`src/rtl/alu_sequencer_if.sv`:
```
// Request/response handshake bundle between the calculator control path and the ALU sequencer.
// Ports: req_* carry one ALU operation (opcode, operands, flag-update, condition) under valid/ready;
//        rsp_* return the captured result and a skipped marker under valid/ready.
interface alu_sequencer_if #(
   parameter int WIDTH = 32
);
   logic             req_valid;
   logic             req_ready;
   logic [3:0]       req_op;
   logic [WIDTH-1:0] req_a;
   logic [WIDTH-1:0] req_b;
   logic             req_set;
   logic [1:0]       req_cond;

   logic             rsp_valid;
   logic             rsp_ready;
   logic [WIDTH-1:0] rsp_result;
   logic             rsp_skipped;

   // Control path side: issues requests, consumes responses.
   modport master (
      output req_valid, req_op, req_a, req_b, req_set, req_cond, rsp_ready,
      input  req_ready, rsp_valid, rsp_result, rsp_skipped
   );

   // Sequencer side: accepts requests, produces responses.
   modport slave (
      input  req_valid, req_op, req_a, req_b, req_set, req_cond, rsp_ready,
      output req_ready, rsp_valid, rsp_result, rsp_skipped
   );
endinterface

```
`src/rtl/alu_sequencer.sv`:
```
// Issuing front-end for the combinational ALU: registers operands/control, captures result, owns Z/N flags.
// Latency: response valid 2 cycles after accept for an executed op, 1 cycle for a condition-skipped op.
// Backpressure: one op in flight; req_ready low until the response is taken, response held while rsp_ready is low.
//
// Ports: clk/rst        - clock and synchronous active-high reset
//        bus (slave)    - request/response handshakes (see alu_sequencer_if)
//        alu_dat1/2, alu_control, alu_set - registered drive into the ALU
//        alu_result     - combinational ALU result for the registered drive
//        flag_z/flag_n  - architectural flags, updated only by executed ops with set=1
//        ops_done       - wrapping count of executed (non-skipped) ops
module alu_sequencer #(
   parameter int WIDTH = 32,
   parameter int CNT_W = 16
) (
   input  logic             clk,
   input  logic             rst,
   alu_sequencer_if.slave   bus,
   output logic [WIDTH-1:0] alu_dat1,
   output logic [WIDTH-1:0] alu_dat2,
   output logic [3:0]       alu_control,
   output logic             alu_set,
   input  logic [WIDTH-1:0] alu_result,
   output logic             flag_z,
   output logic             flag_n,
   output logic [CNT_W-1:0] ops_done
);

   typedef enum logic [1:0] {
      IDLE  = 2'd0,
      ISSUE = 2'd1,
      RESP  = 2'd2
   } state_t;

   state_t           state;
   logic             req_ready_q;
   logic             rsp_valid_q;
   logic [WIDTH-1:0] rsp_result_q;
   logic             rsp_skipped_q;
   logic             cond_pass;

   assign bus.req_ready   = req_ready_q;
   assign bus.rsp_valid   = rsp_valid_q;
   assign bus.rsp_result  = rsp_result_q;
   assign bus.rsp_skipped = rsp_skipped_q;

   // Condition is judged against the flags as they stand in the accept cycle.
   always_comb begin
      cond_pass = 1'b1;
      case (bus.req_cond)
         2'd0:    cond_pass = 1'b1;
         2'd1:    cond_pass = flag_z;
         2'd2:    cond_pass = flag_n;
         default: cond_pass = !flag_z;
      endcase
   end

   // req_ready and rsp_valid are registered copies of (state==IDLE) and
   // (state==RESP); every state transition updates them together.
   always_ff @(posedge clk) begin
      if (rst) begin
         state         <= IDLE;
         req_ready_q   <= 1'b1;
         rsp_valid_q   <= 1'b0;
         rsp_result_q  <= '0;
         rsp_skipped_q <= 1'b0;
         flag_z        <= 1'b0;
         flag_n        <= 1'b0;
         ops_done      <= '0;
         alu_dat1      <= '0;
         alu_dat2      <= '0;
         alu_control   <= 4'd0;
         alu_set       <= 1'b0;
      end else begin
         case (state)
            IDLE: begin
               if (bus.req_valid) begin
                  req_ready_q <= 1'b0;
                  if (cond_pass) begin
                     alu_dat1    <= bus.req_a;
                     alu_dat2    <= bus.req_b;
                     alu_control <= bus.req_op;
                     alu_set     <= bus.req_set;
                     state       <= ISSUE;
                  end else begin
                     // Skipped op never touches the ALU drive or the flags.
                     rsp_result_q  <= '0;
                     rsp_skipped_q <= 1'b1;
                     rsp_valid_q   <= 1'b1;
                     state         <= RESP;
                  end
               end
            end

            ISSUE: begin
               // ALU inputs have been stable for the whole cycle; sample its output.
               rsp_result_q  <= alu_result;
               rsp_skipped_q <= 1'b0;
               ops_done      <= ops_done + CNT_W'(1);
               if (alu_set) begin
                  flag_z <= (alu_result == '0);
                  flag_n <= alu_result[WIDTH-1];
               end
               rsp_valid_q <= 1'b1;
               state       <= RESP;
            end

            RESP: begin
               // Returning to IDLE here means a new request can only be taken next cycle.
               if (bus.rsp_ready) begin
                  rsp_valid_q <= 1'b0;
                  req_ready_q <= 1'b1;
                  state       <= IDLE;
               end
            end

            default: begin
               rsp_valid_q <= 1'b0;
               req_ready_q <= 1'b1;
               state       <= IDLE;
            end
         endcase
      end
   end

endmodule

```
`src/flat_wrapper.sv`:
```
// flat-port wrapper written by rule: the top's interface ports become plain ports
module alu_sequencer_flat 
#(
   parameter int WIDTH = 32,
   parameter int CNT_W = 16
)
  (clk, rst, alu_dat1, alu_dat2, alu_control, alu_set, alu_result, flag_z, flag_n, ops_done, bus_req_valid, bus_req_op, bus_req_a, bus_req_b, bus_req_set, bus_req_cond, bus_rsp_ready, bus_req_ready, bus_rsp_valid, bus_rsp_result, bus_rsp_skipped);
  alu_sequencer_if #(.WIDTH(WIDTH)) bus_i ();
  input  logic clk;
  input  logic rst;
  output logic [WIDTH-1:0] alu_dat1;
  output logic [WIDTH-1:0] alu_dat2;
  output logic [3:0] alu_control;
  output logic alu_set;
  input  logic [WIDTH-1:0] alu_result;
  output logic flag_z;
  output logic flag_n;
  output logic [CNT_W-1:0] ops_done;
  input wire logic [$bits(bus_i.req_valid)-1:0] bus_req_valid;
  input wire logic [$bits(bus_i.req_op)-1:0] bus_req_op;
  input wire logic [$bits(bus_i.req_a)-1:0] bus_req_a;
  input wire logic [$bits(bus_i.req_b)-1:0] bus_req_b;
  input wire logic [$bits(bus_i.req_set)-1:0] bus_req_set;
  input wire logic [$bits(bus_i.req_cond)-1:0] bus_req_cond;
  input wire logic [$bits(bus_i.rsp_ready)-1:0] bus_rsp_ready;
  output wire logic [$bits(bus_i.req_ready)-1:0] bus_req_ready;
  output wire logic [$bits(bus_i.rsp_valid)-1:0] bus_rsp_valid;
  output wire logic [$bits(bus_i.rsp_result)-1:0] bus_rsp_result;
  output wire logic [$bits(bus_i.rsp_skipped)-1:0] bus_rsp_skipped;
  assign bus_i.req_valid = bus_req_valid;
  assign bus_i.req_op = bus_req_op;
  assign bus_i.req_a = bus_req_a;
  assign bus_i.req_b = bus_req_b;
  assign bus_i.req_set = bus_req_set;
  assign bus_i.req_cond = bus_req_cond;
  assign bus_i.rsp_ready = bus_rsp_ready;
  assign bus_req_ready = bus_i.req_ready;
  assign bus_rsp_valid = bus_i.rsp_valid;
  assign bus_rsp_result = bus_i.rsp_result;
  assign bus_rsp_skipped = bus_i.rsp_skipped;
  alu_sequencer #(.WIDTH(WIDTH), .CNT_W(CNT_W)) u_core (.clk(clk), .rst(rst), .bus(bus_i), .alu_dat1(alu_dat1), .alu_dat2(alu_dat2), .alu_control(alu_control), .alu_set(alu_set), .alu_result(alu_result), .flag_z(flag_z), .flag_n(flag_n), .ops_done(ops_done));
endmodule
```
`config.mk`:
```
export PLATFORM = sky130hd
export DESIGN_NAME = alu_sequencer_flat
export DESIGN_NICKNAME = d
export VERILOG_FILES = /design/src/rtl/alu_sequencer_if.sv /design/src/rtl/alu_sequencer.sv /design/src/flat_wrapper.sv
export SDC_FILE = /design/constraint.sdc
export NUM_CORES = 1
export LEC_CHECK = 0
export ABC_CLOCK_PERIOD_IN_PS = 1800
export CORE_UTILIZATION = 35
export CTS_CLUSTER_SIZE = 24
export DETAILED_ROUTE_END_ITERATION = 6
export PLACE_DENSITY = 0.79
export SLEW_MARGIN = 10
export SYNTH_ARGS = -nofsm -noshare
export SYNTH_HDL_FRONTEND = slang
export SYNTH_SLANG_ARGS = --single-unit
```
`constraint.sdc`:
```
create_clock -name clk -period 1.8 [get_ports clk]
set_input_delay 0.54 -clock clk [delete_from_list [all_inputs] [get_ports clk]]
set_output_delay 0.54 -clock clk [all_outputs]
set_load 0.05 [all_outputs]
```
======== Word-level counts from Yosys, hierarchy flattened ========
Index checks and enable logic that the tools add are counted.
word-level totals
  latch bits .............................. 0
  output and inout bits ................... 122
  memories kept ........................... 0
  memory bits (read-only) ................. 0
  bits in writable memories ............... 0
  bits in registers ....................... 124
  logic and storage cells ................. 48
  input port bits ......................... 107
operators by class
  add/sub/neg operators ................... 1
  magnitude comparators ................... 0
  div/mod/pow operators ................... 0
  muxes and demuxes ....................... 16
  bitwise gates (word level) .............. 1
  reduce and logical (&&, ||, !) cells .... 11
  equal/unequal tests ..................... 7
  shift-type cells ........................ 0
  multipliers ............................. 0
operators by type and width
  operator               count
  $mux 32                2
  $pmux 32 s2            1
  $logic_not 32->1       1
  $add 16x1->16 const B  1
  $reduce_and 3->1       4
  $pmux 1 s3             3
  $mux 2                 3
  $ne 2x2->1 const B     3
  $pmux 2 s3             1
  $mux 1                 5
  $eq 2x1->1 const B     2
  $eq 2x2->1 const B     2
  $logic_not 2->1        2
  $reduce_and 2->1       2
  $pmux 1 s2             1
  $reduce_bool 2->1      1
  $logic_not 1->1        1
  $not 1->1              1

======== Depth between registers and ports, before layout ========
Gate-level depths: netlist (run 1).
  depth after elaboration ................. 5
  depth in mapped cells ................... 8

======== Worst setup path after synthesis (run 1) ========
Ideal clock, no wire load.
  path type ............................... reg-to-reg
  start ................................... reg u_core.ops_done[2]
  end ..................................... reg u_core.ops_done[14]
  required time ........................... 1.668 ns
  path buffers ............................ 0
  arrival ................................. 1.745 ns
  path slack .............................. -0.077 ns
  stages on the path, launching flop included .. 5
  cell sequence ........................... dfxtp_1 nand3b_1 nor4_1 a31o_2 a21oi_1
between the ends
  longest elaborated chain between the ends .. 1
ends and longest elaborated chain
  what                    RTL line             RTL
  start, declared         alu_sequencer.sv:25  output logic [CNT_W-1:0] ops_done
  start signal, assigned  alu_sequencer.sv:98  ops_done <= ops_done + CNT_W'(1);
  $add 16x1->16           alu_sequencer.sv:98
No other way between the ends.
A chain may end at the register's enable or synchronous reset.

======== Worst setup path in the final report (run 1) ========
  start ................................... reg u_core.state[1]
  end ..................................... reg u_core.alu_dat2[14]
between the ends
  longest elaborated chain between the ends .. 2
ends and longest elaborated chain
  what                        RTL line             RTL
  start, declared             alu_sequencer.sv:34  state_t state;
  start signal, assigned      alu_sequencer.sv:61  state <= IDLE;
  start signal, assigned      alu_sequencer.sv:83  state <= ISSUE;
  start signal, assigned      alu_sequencer.sv:89  state <= RESP;
  $logic_not 2->1             alu_sequencer.sv:74  case (state)
  $reduce_and 3->1 (no line)  -
  end signal, assigned        alu_sequencer.sv:80  alu_dat2 <= bus.req_b;
  end, declared               alu_sequencer.sv:19  output logic [WIDTH-1:0] alu_dat2,
No other way between the ends.

==> results of run 1 <==
## worst min-delay path, cell delays in order (launching register included)
cell and delay [ns]:
dfxtp_1 0.30, nand2_1 0.05, a21oi_1 0.05
## per-layer routing
metal	part of all wire (%)	routed length, µm	vias up	global-route usage, %
met5	0	0	-	0
met4	1.4	188	0	8.139
met3	9.9	1344	25	7.169
met2	49	6615	220	33.78
met1	40	5445	2057	22.59
li1	-	-	2226	-
## registers in the layout, indices dropped and copies added, names as in the netlist
register / count
u_core.alu_control: 4
u_core.alu_dat1: 32
u_core.alu_dat2: 32
u_core.alu_set: 1
u_core.bus.req_ready: 1
u_core.bus.rsp_result: 32
u_core.bus.rsp_skipped: 1
u_core.bus.rsp_valid: 1
u_core.flag_n: 1
u_core.flag_z: 1
u_core.ops_done: 16
u_core.state: 2
## power groups by stage
| stage | clock, mW | sequential, mW | combinational, mW |
|---|---|---|---|
| 5_1_grt | 3.62 | 2.99 | 1.59 |
| 2_1_floorplan | 0 | 3.47 | 0.334 |
| 4_1_cts | 3.45 | 2.98 | 1.50 |
| 6_report | 3.39 | 2.98 | 1.51 |
| 3_3_place_gp | 0 | 3.03 | 1.39 |
| 3_5_place_dp | 0 | 3.03 | 1.41 |
## through the flow
step                setup WS [ns]  instance area (µm²)  hold slack [ns]
floorplan                -0.01840                 4492           0.5445
global placement          -0.5275                 7020           0.4404
detailed placement        -0.5857                 7020           0.4490
CTS                       0.01967                 7786           0.4558
global route              0.02817                 7845           0.4727
finish                    0.09117                 7845           0.4523
## layout make-up
type | count | area (µm²) | area share [%]
clock buffer | 21 | 470.5 | 5.997
timing repair buffer | 260 | 2696 | 34.37
clock inverter | 8 | 117.6 | 1.499
tap | 168 | 210.2 | 2.679
antenna | 2 | 5.005 | 0.06380
sequential | 124 | 2491 | 31.75
multi-input combinational | 343 | 1832 | 23.35
inverter | 6 | 22.52 | 0.2871
## layout by cell type (no fill, tap or decap), types with 2 or more instances in the layout
| cell | Yosys | final |
|---|---|---|
| buf_12 | 0 | 29 |
| a31o_2 | 4 | 4 |
| bufbuf_16 | 0 | 4 |
| inv_1 | 6 | 6 |
| a21oi_2 | 1 | 2 |
| nand2_1 | 145 | 145 |
| a21oi_1 | 78 | 77 |
| dfxtp_1 | 124 | 117 |
| dlygate4sd2_1 | 0 | 2 |
| clkbuf_8 | 0 | 3 |
| clkdlybuf4s50_1 | 0 | 102 |
| a22o_1 | 32 | 32 |
| nor2_1 | 17 | 17 |
| dfxtp_2 | 0 | 7 |
| buf_4 | 1 | 119 |
| clkinv_2 | 0 | 4 |
| nand4_1 | 6 | 6 |
| nor4_1 | 12 | 12 |
| clkbuf_16 | 0 | 18 |
| nor3_1 | 7 | 7 |
| nand3_1 | 5 | 5 |
| nor2b_1 | 3 | 2 |
| diode_2 | 0 | 2 |
| nand3b_1 | 2 | 2 |
| bufinv_16 | 0 | 3 |
| nand2b_1 | 4 | 3 |
| xnor2_1 | 9 | 9 |
| xor2_1 | 2 | 2 |
## cell families (layout without fill, tap and decap cells)
logic type | count (synthesis) | in the layout | share of synthesized area, %
simple gates | 208 | 208 | 20.12
compound gates | 122 | 122 | 17.57
flops | 124 | 124 | 55.43
xor+xnor | 11 | 11 | 2.152
buf+inv | 41 | 295 | 4.219
fa+ha+maj | 1 | 1 | 0.2794
other cells | 0 | 2 | 0
mux | 1 | 1 | 0.2235
## synth_stat cells, types with 6 or more instances
| master | number | area [µm²] |
|---|---|---|
| inv_1 | 6 | 22.52 |
| nor3_1 | 7 | 35.03 |
| nor4_1 | 12 | 75.07 |
| a21oi_1 | 78 | 390.4 |
| nand4_1 | 6 | 37.54 |
| dfxtp_1 | 124 | 2482 |
| buf_2 | 13 | 65.06 |
| a22o_1 | 32 | 280.3 |
| clkbuf_1 | 19 | 71.32 |
| nand2_1 | 145 | 544.3 |
| nor2_1 | 17 | 63.81 |
| xnor2_1 | 9 | 78.83 |
## timing repair
action / CTS / global route
pin swaps: 2 / 3
gates cloned: 4 / 1
setup buffers: 2 / 3
setup endpoints to repair: 101 / 44
resized for setup: 10 / 2
## worst paths after layout
check | to | cells past startpoint
worst min register to register | u_core.alu_dat1[16] | 2
worst max-delay path | u_core.alu_dat2[14] | 5
worst max register to register | u_core.alu_dat2[14] | 5
worst min-delay path | u_core.alu_dat1[16] | 2
==> flow_metrics.tcl, run 1 <==
set metrics [dict create \
    status "complete, no violations" \
    start_kind "flop" \
    final_nets 860 \
    route.detailed.drc 0 \
    grt_overflow 0 \
    fin_util_pct 63.98 \
    cts_buffer_depth 2 \
    instances_no_fill 932 \
    clock_power_share_pct 43.0 \
    syn-instance-count 508 \
    start_util_pct 36.52 \
    area_growth_pct 75.19 \
    root_buffer "clkbuf_16" \
    tightest_slew_ns 0.7145 \
    cts_tree "done" \
    dpl.cell_count 891 \
    cellPowerDensity_nw_per_um2 1004 \
    power_frac_comb_pct 19.1 \
    p_total_mw 7.878 \
    skew_ns 0.008745 \
    via_count 4528 \
    r2r_slack_ns 0.09 \
    drv_slew 0 \
    via_per_inst 4.858 \
    setup_viol 0 \
    slew_headroom_pct 52.26 \
    drtIter0Drc 229 \
    yosysSeqAreaShare_pct 55.43 \
    grt_pass1_vias 4288 \
    dpl.hpwl_um 9292 \
    cts_buffers 17 \
    holdBufCountCts 0 \
    peakVddDrop_mv 0.5471 \
    routedWlPerCell_um 14.59 \
    die_w_um 115.1 \
    period_share_pct 94.93 \
    worstPathArrival_ns 1.97 \
    required_ns 2.06 \
    yosysWarnings 0 \
    num-fill-cells 973 \
    first_pass_iters 4 \
    path_delay_family "simple AND/OR/NAND/NOR gates" \
    path_cells "or3b_4 -> a311o_2 -> bufbuf_16 -> nand2_1 -> a21oi_1" \
    syn_area_um2 4478 \
    setup_tns_ns 0 \
    p_leak_nw 3.191 \
    pin_count 229 \
    num_rows 40 \
    fin_crit_ns 1.709 \
    slowest_delay_ns 0.42 \
    antenna_found_initial 2 \
    synth_area_per_cell_um2 8.815 \
    io_buffer_count 228 \
    worstSetupStartpoint "u_core.state[1]" \
    core-area_um2 12260 \
    path_clk_slew_ns 0.05 \
    cp_num_buf_inv 1 \
    htreeDepth 4 \
    synth_edf_count 0 \
    die_h_um 115.1 \
    fmaxAchievable_mhz 585.2 \
    p_sw_mw 2.075 \
    cp-end-kind "flop" \
    yosys_register_bits 124 \
    rsz0062_at_grt "no" \
    pwr-share-seq_pct 37.8 \
    hold_start "u_core.alu_dat1[16]" \
    synth.distinct_cells 36 \
    wl_um 13590 \
    async_flop_share_pct 0 \
    place.gp.congestion 0.8121 \
    critical_path_peak_fanout 6 \
    drive_gt1_share_pct 26.64 \
    syn_nets 616 \
    hp-class "flop to flop" \
    p_int_mw 5.803 \
    grt_use_total_pct 19.86 \
    r2r_start "u_core.state[1]" \
    grt_pass1_wl_um 20570 \
    drt.antenna.violating_nets 0 \
    critPathSlowestCell "or3b_4" \
    dieArea_um2 13250 \
    synth_ff_type "dfxtp_1" \
    grt_max_degree 96 \
    clock-sinks 124 \
    cap_viol_max_count 0 \
    clock_latency_ns 0.40 \
    hold_viol 0 \
    p_sw_share_pct 26.34 \
    path_class "flop to flop" \
]
Note: power is estimated with default switching activity, not from simulation.
==> run 2: changes to the inputs <==
--- a/config.mk
+++ b/config.mk
@@ -9,6 +9,7 @@
 export CORE_UTILIZATION = 35
 export CTS_CLUSTER_SIZE = 24
 export DETAILED_ROUTE_END_ITERATION = 6
+export GPL_ROUTABILITY_DRIVEN = 0
 export PLACE_DENSITY = 0.79
 export SLEW_MARGIN = 10
 export SYNTH_ARGS = -nofsm -noshare
==> results of run 2 <==
The final DEF is identical to that of run 1; final timing and power are the same.
==> run 3: changes to the inputs <==
--- a/config.mk
+++ b/config.mk
@@ -11,6 +11,8 @@
 export DETAILED_ROUTE_END_ITERATION = 6
 export GPL_ROUTABILITY_DRIVEN = 0
 export PLACE_DENSITY = 0.79
+export RECOVER_POWER = 100
+export REMOVE_ABC_BUFFERS = 1
 export SLEW_MARGIN = 10
 export SYNTH_ARGS = -nofsm -noshare
 export SYNTH_HDL_FRONTEND = slang
==> flow_metrics.tcl, run 3 (synthesis results as in run 1) <==
set metrics [dict create \
    cts_buffer_depth 2 \
    slew_headroom_pct 73.79 \
    routedWlPerCell_um 15.34 \
    dpl.hpwl_um 9616 \
    drt.antenna.violating_nets 0 \
    whs_ns 0.4541 \
    grt_pass1_vias 4486 \
    clock_latency_ns 0.41 \
    start_util_pct 36.52 \
    path_class "flop to primary output" \
    multi_input_area_um2 1843 \
    pin_count 229 \
    final_common_cell "nand2_1" \
    layout_setup_ws_ns 0.06072 \
    cellPowerDensity_nw_per_um2 1063 \
    final_nets 856 \
    critPathSlowestCell "dfxtp_1" \
    period_share_pct 96.63 \
    skew_ns 0.009981 \
    tightest_slew_ns 0.3932 \
    cts_tree "done" \
    via_count 4565 \
    grt_use_total_pct 21.89 \
    register_area_um2 2484 \
    num_rows 40 \
    fmaxAchievable_mhz 575.0 \
    final_cell_mix "145 x nand2_1, 123 x dfxtp_1, 121 x clkbuf_2, 101 x clkdlybuf4s50_1, 77 x a21oi_1" \
    antenna_found_initial 1 \
    path_delay_family "flip-flops" \
    grt_overflow 0 \
    peakVddDrop_mv 0.5497 \
    cts_buffers 17 \
    status "complete, no violations" \
    top_usage_layer "met2" \
    grt_pass1_wl_um 22160 \
    use_met1_pct 24.28 \
    drtIter0Drc 264 \
    dieArea_um2 13250 \
    fin_crit_ns 1.739 \
    first_pass_iters 5 \
    core-area_um2 12260 \
    drive_gt1_share_pct 25.03 \
    path_cells "clkbuf_2" \
    drv_slew 0 \
    grt_util_met2_pct 37.91 \
    cp-end-kind "primary output" \
    route.detailed.drc 0 \
    area_growth_pct 59.68 \
    hp-class "flop to flop" \
    num-fill-cells 1138 \
    die_w_um 115.1 \
    holdBufCountCts 0 \
    hold_viol 0 \
    cap_viol_max_count 0 \
    root_buffer "clkbuf_16" \
    grtUsageMet3_pct 6.484 \
    preCtsSetupSlack_ns -0.5772 \
    required_ns 1.26 \
    start_kind "flop" \
    clock-sinks 124 \
    critical_path_peak_fanout 5 \
    worstPathArrival_ns 1.20 \
    via_per_inst 4.919 \
    p_leak_nw 2.954 \
    htreeDepth 4 \
    cp_num_buf_inv 1 \
    wl_um 14240 \
    path_clk_slew_ns 0.06 \
    grt_max_degree 69 \
    slowest_delay_ns 0.46 \
    setup_viol 0 \
    die_h_um 115.1 \
    io_buffer_count 228 \
]
## run 3: metal layers
layer	vias to the layer above	wire (µm)
met3	33	1052
met4	0	408
met5	-	0
met2	182	7187
met1	2131	5587
li1	2219	-
## run 3: layout make-up
cell class / instances / share of cell area (%)
Timing Repair Buffer: 256 / 28.28
Clock inverter: 8 / 1.295
Inverter: 6 / 0.3150
Multi-Input combinational cell: 343 / 25.77
Antenna cell: 1 / 0.03500
Sequential cell: 124 / 34.73
Tap cell: 168 / 2.940
Clock buffer: 22 / 6.632
## run 3: worst paths after layout
path	start	to	slack, ns	depth (start not counted)
setup / recovery	u_core.flag_z	flag_z	0.06	1
hold / removal	u_core.alu_control[0]	u_core.alu_control[0]	0.45	2
setup reg to reg	u_core.state[1]	u_core.alu_dat2[7]	0.10	6
hold reg to reg	u_core.alu_control[0]	u_core.alu_control[0]	0.45	2
## run 3: report_power, final
group | switching (mW) | internal [mW] | leakage (nW) | total [mW]
Clock | 1.15 | 2.12 | 0.281 | 3.27
Combinational | 0.859 | 0.508 | 1.66 | 1.37
Sequential | 0.0776 | 2.89 | 1.01 | 2.96
## run 3: metrics by stage
step | util [%] | instances | power (mW) | area (µm²) | setup TNS, ns
after floorplan | - | 473 | 3.740 | 4312 | -77.54
after global placement | 56.58 | 889 | 4.375 | 6938 | -44.87
after detailed placement | 56.58 | 889 | 4.406 | 6938 | -48.00
after CTS | 62.58 | 927 | 7.774 | 7674 | 0
after global routing | 58.32 | 928 | 7.898 | 7151 | -0.01130
final | 58.32 | 928 | 7.599 | 7151 | 0
## run 3: timing repair
| item | CTS | global route |
|---|---|---|
| pin swaps | 1 | 1 |
| endpoints found under the setup margin | 69 | 12 |
| setup buffers | 4 | 0 |
| gates cloned | 4 | 0 |
| gates resized for setup | 11 | 4 |
